==> config.mk <==
export PLATFORM = sky130hd
export DESIGN_NAME = chunked_subtractor
export DESIGN_NICKNAME = d
export VERILOG_FILES = /design/src/rtl/chunked_subtractor.sv
export SDC_FILE = /design/constraint.sdc
export NUM_CORES = 1
export LEC_CHECK = 0
export CAP_MARGIN = 15
export CELL_PAD_IN_SITES_DETAIL_PLACEMENT = 0
export CELL_PAD_IN_SITES_GLOBAL_PLACEMENT = 1
export CORE_MARGIN = 5
export CORE_UTILIZATION = 38
export DETAILED_ROUTE_END_ITERATION = 10
export PLACE_DENSITY = 0.82
export SLEW_MARGIN = 20
export SYNTH_ARGS = -nofsm -noshare
export SYNTH_HDL_FRONTEND = slang
export SYNTH_SLANG_ARGS = --single-unit
==> constraint.sdc <==
create_clock -name clk -period 4.28 [get_ports clk]
set_input_delay 0.428 -clock clk [delete_from_list [all_inputs] [get_ports clk]]
set_output_delay 0.428 -clock clk [all_outputs]
set_load 0.01 [all_outputs]
==> src/rtl/chunked_subtractor.sv <==
// chunked_subtractor
//   Multi-cycle unsigned subtractor: {bout, d} = a - b - bin, computed CHUNK
//   bits per clock from LSB to MSB through a narrow CHUNK+1 bit borrow chain.
//   The operation is accepted on a valid/ready input handshake. The result is
//   held until a valid/ready output handshake takes it. Operations never overlap.
//
// Ports
//   clk, rst      clock; asynchronous active-high reset
//   in_valid  i   operands a, b, bin valid
//   in_ready  o   IDLE, able to accept an operation
//   a, b      i   WIDTH-bit unsigned minuend / subtrahend
//   bin       i   borrow-in
//   out_valid o   d / bout hold a completed result (DONE)
//   out_ready i   consumer takes the result
//   d         o   (a - b - bin) mod 2^WIDTH
//   bout      o   borrow-out, 1 iff a < b + bin
module chunked_subtractor #(
  parameter int WIDTH = 32,
  parameter int CHUNK = 8
) (
  input  logic             clk,
  input  logic             rst,
  input  logic             in_valid,
  output logic             in_ready,
  input  logic [WIDTH-1:0] a,
  input  logic [WIDTH-1:0] b,
  input  logic             bin,
  output logic             out_valid,
  input  logic             out_ready,
  output logic [WIDTH-1:0] d,
  output logic             bout
);
  localparam int NSTEP = WIDTH / CHUNK;
  localparam int KW    = (NSTEP > 1) ? $clog2(NSTEP) : 1;
  localparam int CW    = CHUNK + 1;

  typedef enum logic [1:0] {S_IDLE, S_BUSY, S_DONE} state_t;

  state_t           state_q, state_d;
  logic [WIDTH-1:0] a_q, a_d, b_q, b_d, d_q, d_d;
  logic [KW-1:0]    k_q, k_d;
  logic             borrow_q, borrow_d, bout_q, bout_d;

  logic [CHUNK-1:0] a_ch, b_ch;
  logic [CW-1:0]    sub;
  logic             last_step;

  // Chunk select as a compare-mux over k, so no variable part-select is needed.
  always_comb begin
    a_ch = '0;
    b_ch = '0;
    for (int i = 0; i < NSTEP; i++) begin
      if (k_q == KW'(i)) begin
        a_ch = a_q[i*CHUNK +: CHUNK];
        b_ch = b_q[i*CHUNK +: CHUNK];
      end
    end
  end

  // The top bit of the CHUNK+1 bit result is set exactly when the chunk wraps.
  assign sub       = {1'b0, a_ch} - {1'b0, b_ch} - CW'(borrow_q);
  assign last_step = (k_q == KW'(NSTEP - 1));

  always_comb begin
    state_d  = state_q;
    a_d      = a_q;
    b_d      = b_q;
    d_d      = d_q;
    k_d      = k_q;
    borrow_d = borrow_q;
    bout_d   = bout_q;
    case (state_q)
      S_IDLE: begin
        if (in_valid) begin
          a_d      = a;
          b_d      = b;
          borrow_d = bin;
          k_d      = '0;
          d_d      = '0;
          state_d  = S_BUSY;
        end
      end
      S_BUSY: begin
        for (int i = 0; i < NSTEP; i++) begin
          if (k_q == KW'(i)) d_d[i*CHUNK +: CHUNK] = sub[CHUNK-1:0];
        end
        borrow_d = sub[CHUNK];
        // k holds on the last step so it never wraps inside an operation.
        if (last_step) begin
          bout_d  = sub[CHUNK];
          state_d = S_DONE;
        end else begin
          k_d = k_q + KW'(1);
        end
      end
      S_DONE: begin
        if (out_ready) state_d = S_IDLE;
      end
      default: state_d = S_IDLE;
    endcase
  end

  always_ff @(posedge clk or posedge rst) begin
    if (rst) begin
      state_q  <= S_IDLE;
      a_q      <= '0;
      b_q      <= '0;
      d_q      <= '0;
      k_q      <= '0;
      borrow_q <= 1'b0;
      bout_q   <= 1'b0;
    end else begin
      state_q  <= state_d;
      a_q      <= a_d;
      b_q      <= b_d;
      d_q      <= d_d;
      k_q      <= k_d;
      borrow_q <= borrow_d;
      bout_q   <= bout_d;
    end
  end

  // All outputs are decodes of registered state only.
  assign in_ready  = (state_q == S_IDLE);
  assign out_valid = (state_q == S_DONE);
  assign d         = d_q;
  assign bout      = bout_q;

endmodule

==> results.json, run 1 <==
{
  "status": "finished clean",
  "yosys_most_used_dff": "dfrtp_1",
  "nets": 752,
  "cp.required_ps": 4480,
  "timing.final.crit_share_pct": 86.31,
  "cts_setup_buffers": 0,
  "final_cell_mix": "nand2_1, clkdlybuf4s50_1, dfrtp_1",
  "r2r_slack_ps": 590,
  "clkPwrFrac_pct": 13.6,
  "routed_wl_mm": 12.70,
  "rsz0062_at_grt": "no",
  "ys_seq_area_share_pct": 52.17,
  "start_kind": "flop",
  "yosysWarningCount": 0,
  "routedLengthMet1_mm": 5.970,
  "syn_area_um2": 4892,
  "arrival_ps": 3890,
  "numPortBuffers": 103,
  "timing_worst_setup_path_type": "flop to flop",
  "cts_hold_buf": 0,
  "drive_gt1_share_pct": 4.776,
  "cp.depth": 14,
  "async_flop_share_pct": 100.0,
  "final_common_cell": "nand2_1",
  "wl_met2_mm": 5.980,
  "finClkSkew_ps": 7.381,
  "post-place-cells": 826,
  "relSlewSlack_pct": 41.47,
  "avgRoutedWirePerCell_um": 15.08,
  "num_rows": 41,
  "post-route-util_pct": 50.60,
  "diodes": 0,
  "slowest_delay_ps": 610,
  "synth-seq-cells": 102,
  "synth.distinct_cells": 37,
  "cts.reportedPaths.clkPinSlew_ps": 70,
  "clockBufferDepth": 2,
  "dr.first_iter.drc_count": 330,
  "drv_slew": 0,
  "syn_area_per_cell_um2": 8.523,
  "min_path_type": "flop to flop",
  "clock.fmax_ghz": 0.2707,
  "setup_viol": 0,
  "dieArea_um2": 15240,
  "crit_family": "compound AO/OA/AOI/OAI gates",
  "tightest_slew_ps": 877.9,
  "cts_tree": "done",
  "drv_cap": 0,
  "path_buf_inv": 2,
  "ctsRootBufferMaster": "clkbuf_16",
  "dr_wl_met3_um": 601,
  "core_area_um2": 12620,
  "place_ws_ps": 608.9,
  "p_leak_uw": 0.003005,
  "cts_resized": 0,
  "post-synth-top-area-cell": "dfrtp_1",
  "holdPathStages": 2,
  "tns_ps": 0,
  "clock_sinks": 102,
  "cts_inserted_buffers": 9,
  "pwr-share-seq_pct": 27.2,
  "swShare_pct": 45.45,
  "clock_latency_ps": 340,
  "grt_usage_pct": 17.72,
  "ctsHtreeMaxLevel": 3,
  "nFillCells": 1248,
  "overflow": 0,
  "layout.cells.non_filler": 842,
  "initial_core_util_pct": 38.77,
  "syn_to_final_growth_pct": 30.54,
  "p_int_uw": 3368,
  "period_needed_ps": 3694,
  "ir_drop_uv": 465.7,
  "grt_max_degree": 72,
  "grt_pass1_vias": 4236,
  "synth_area_leaders": "dfrtp_1, nand2_1, a21oi_1",
  "reg2reg_depth": 14,
  "die_w_um": 123.5,
  "fin_ws_ps": 585.9,
  "dr_total_vias": 4133,
  "syn_nets": 661,
  "die_h_um": 123.5,
  "path_common_cell": "a21oi_1",
  "cp-end-kind": "flop",
  "yosysTopAreaCellShare_pct": 52.17,
  "critPathMaxFanout": 20,
  "final-hold-violation-count": 0,
  "cp_slowest_cell": "ha_1",
  "power_density_nw_per_um2": 966.7,
  "drtPass1Iterations": 5,
  "num_io_pins": 104,
  "dpl.hpwl_mm": 9.600,
  "routed_via_density": 4.909,
  "route.detailed.drc": 0,
  "synth_edf_count": 0,
  "p_switching_uw": 2806,
  "place_congestion": 0.8821,
  "cp_cell_sequence": "inv_1 -> ha_1 -> a21oi_1 -> a21oi_1 -> nor2_1 -> a21oi_1 -> fa_1 -> inv_1 -> fa_1 -> nand2b_1 -> a2111oi_2 -> nor3_1 -> o21ai_0 -> o21ai_0",
  "synthCells": 574,
  "grt_antenna_before_repair": 0,
  "pwr-share-comb_pct": 59.2,
  "grt_pass1_wl_mm": 21.19,
  "top_layer": "met4",
  "antenna_left": 0
}
-- path summary, 6_finish.rpt --
| kind | to | startpoint |
|---|---|---|
| setup / recovery | d[30] | k_q[0] |
| hold / removal | b_q[12] | b_q[12] |
| setup reg to reg | d[30] | k_q[0] |
| hold reg to reg | b_q[12] | b_q[12] |
| max in group asynchronous | b_q[2] | rst |
| min in group asynchronous | a_q[23] | rst |
-- area by class of cell --
class	count	area, um2	area share, %
Clock buffer	12	256.5	4.016
Clock inverter	4	55.05	0.8621
Inverter	17	66.31	1.038
Multi-Input combinational cell	423	2142	33.54
Sequential cell	102	2552	39.97
Tap cell	172	215.2	3.370
Timing Repair Buffer	112	1099	17.20
-- power groups by stage --
stage	Sequential (uW)	Combinational, uW	Clock, uW
final	1680	3660	840
after global routing	1730	4150	892
after CTS	1680	3670	854
after detailed placement	1690	3660	0
after global placement	1690	3600	0
after floorplan	1640	2590	0
-- kinds of logic after synthesis --
| family | count (synthesis) | share of synthesized area, % |
|---|---|---|
| simple gates | 296 | 25.24 |
| xor+xnor | 5 | 1.049 |
| mux | 1 | 0.2302 |
| compound gates | 103 | 12.28 |
| flops | 102 | 52.17 |
| buf+inv | 49 | 4.118 |
| fa+ha+maj | 18 | 4.910 |
-- per-layer routing --
layer / vias to the layer above / track usage [%]
met5: - / 0
met4: 0 / 4.637
met3: 7 / 2.699
met2: 93 / 28.98
met1: 1983 / 24.71
li1: 2050 / -
-- synthesized netlist by cell type, drive strengths merged, types with 4 or more instances --
cell type	n
a21oi	47
a32o	9
buf	12
clkbuf	20
dfrtp	102
ha	16
inv	17
nand2	246
nand3	4
nand3b	17
nor2	14
nor2b	5
o21ai	36
-- per-stage QoR --
stage	hold WS, ps	cell area, um2	total power [uW]
2_1_floorplan	445.5	4892	4227
3_3_place_gp	460.8	6075	5289
3_5_place_dp	462.8	6075	5354
4_1_cts	480.2	6386	6210
5_1_grt	506.0	6386	6769
6_report	473.7	6386	6174
-- flip-flops by register name, summed over array words and instances (netlist names) --
signal	cells
borrow_q	1
d	32
k_q	2
a_q	32
state_q	2
bout	1
b_q	32
-- worst register-to-register path, stage by stage (launching register included) --
cell	delay (ps)
dfrtp_1	420
inv_1	100
ha_1	610
a21oi_1	90
a21oi_1	150
nor2_1	50
a21oi_1	180
fa_1	190
inv_1	60
fa_1	420
nand2b_1	190
a2111oi_2	500
nor3_1	90
o21ai_0	330
o21ai_0	160
(Power assumes the default switching activity.)
==> run 2, diff against run 1 <==
--- a/config.mk
+++ b/config.mk
@@ -10,6 +10,7 @@
 export CELL_PAD_IN_SITES_GLOBAL_PLACEMENT = 1
 export CORE_MARGIN = 5
 export CORE_UTILIZATION = 38
+export CTS_CLUSTER_SIZE = 16
 export DETAILED_ROUTE_END_ITERATION = 10
 export PLACE_DENSITY = 0.82
 export SLEW_MARGIN = 20
==> results of run 2 <==
The final DEF is identical to that of run 1; final timing and power are the same.
==> run 3, diff against run 2 <==
--- a/config.mk
+++ b/config.mk
@@ -10,7 +10,7 @@
 export CELL_PAD_IN_SITES_GLOBAL_PLACEMENT = 1
 export CORE_MARGIN = 5
 export CORE_UTILIZATION = 38
-export CTS_CLUSTER_SIZE = 16
+export CTS_CLUSTER_SIZE = 10
 export DETAILED_ROUTE_END_ITERATION = 10
 export PLACE_DENSITY = 0.82
 export SLEW_MARGIN = 20
==> results of run 3 <==
The final DEF is identical to that of run 1; final timing and power are the same.
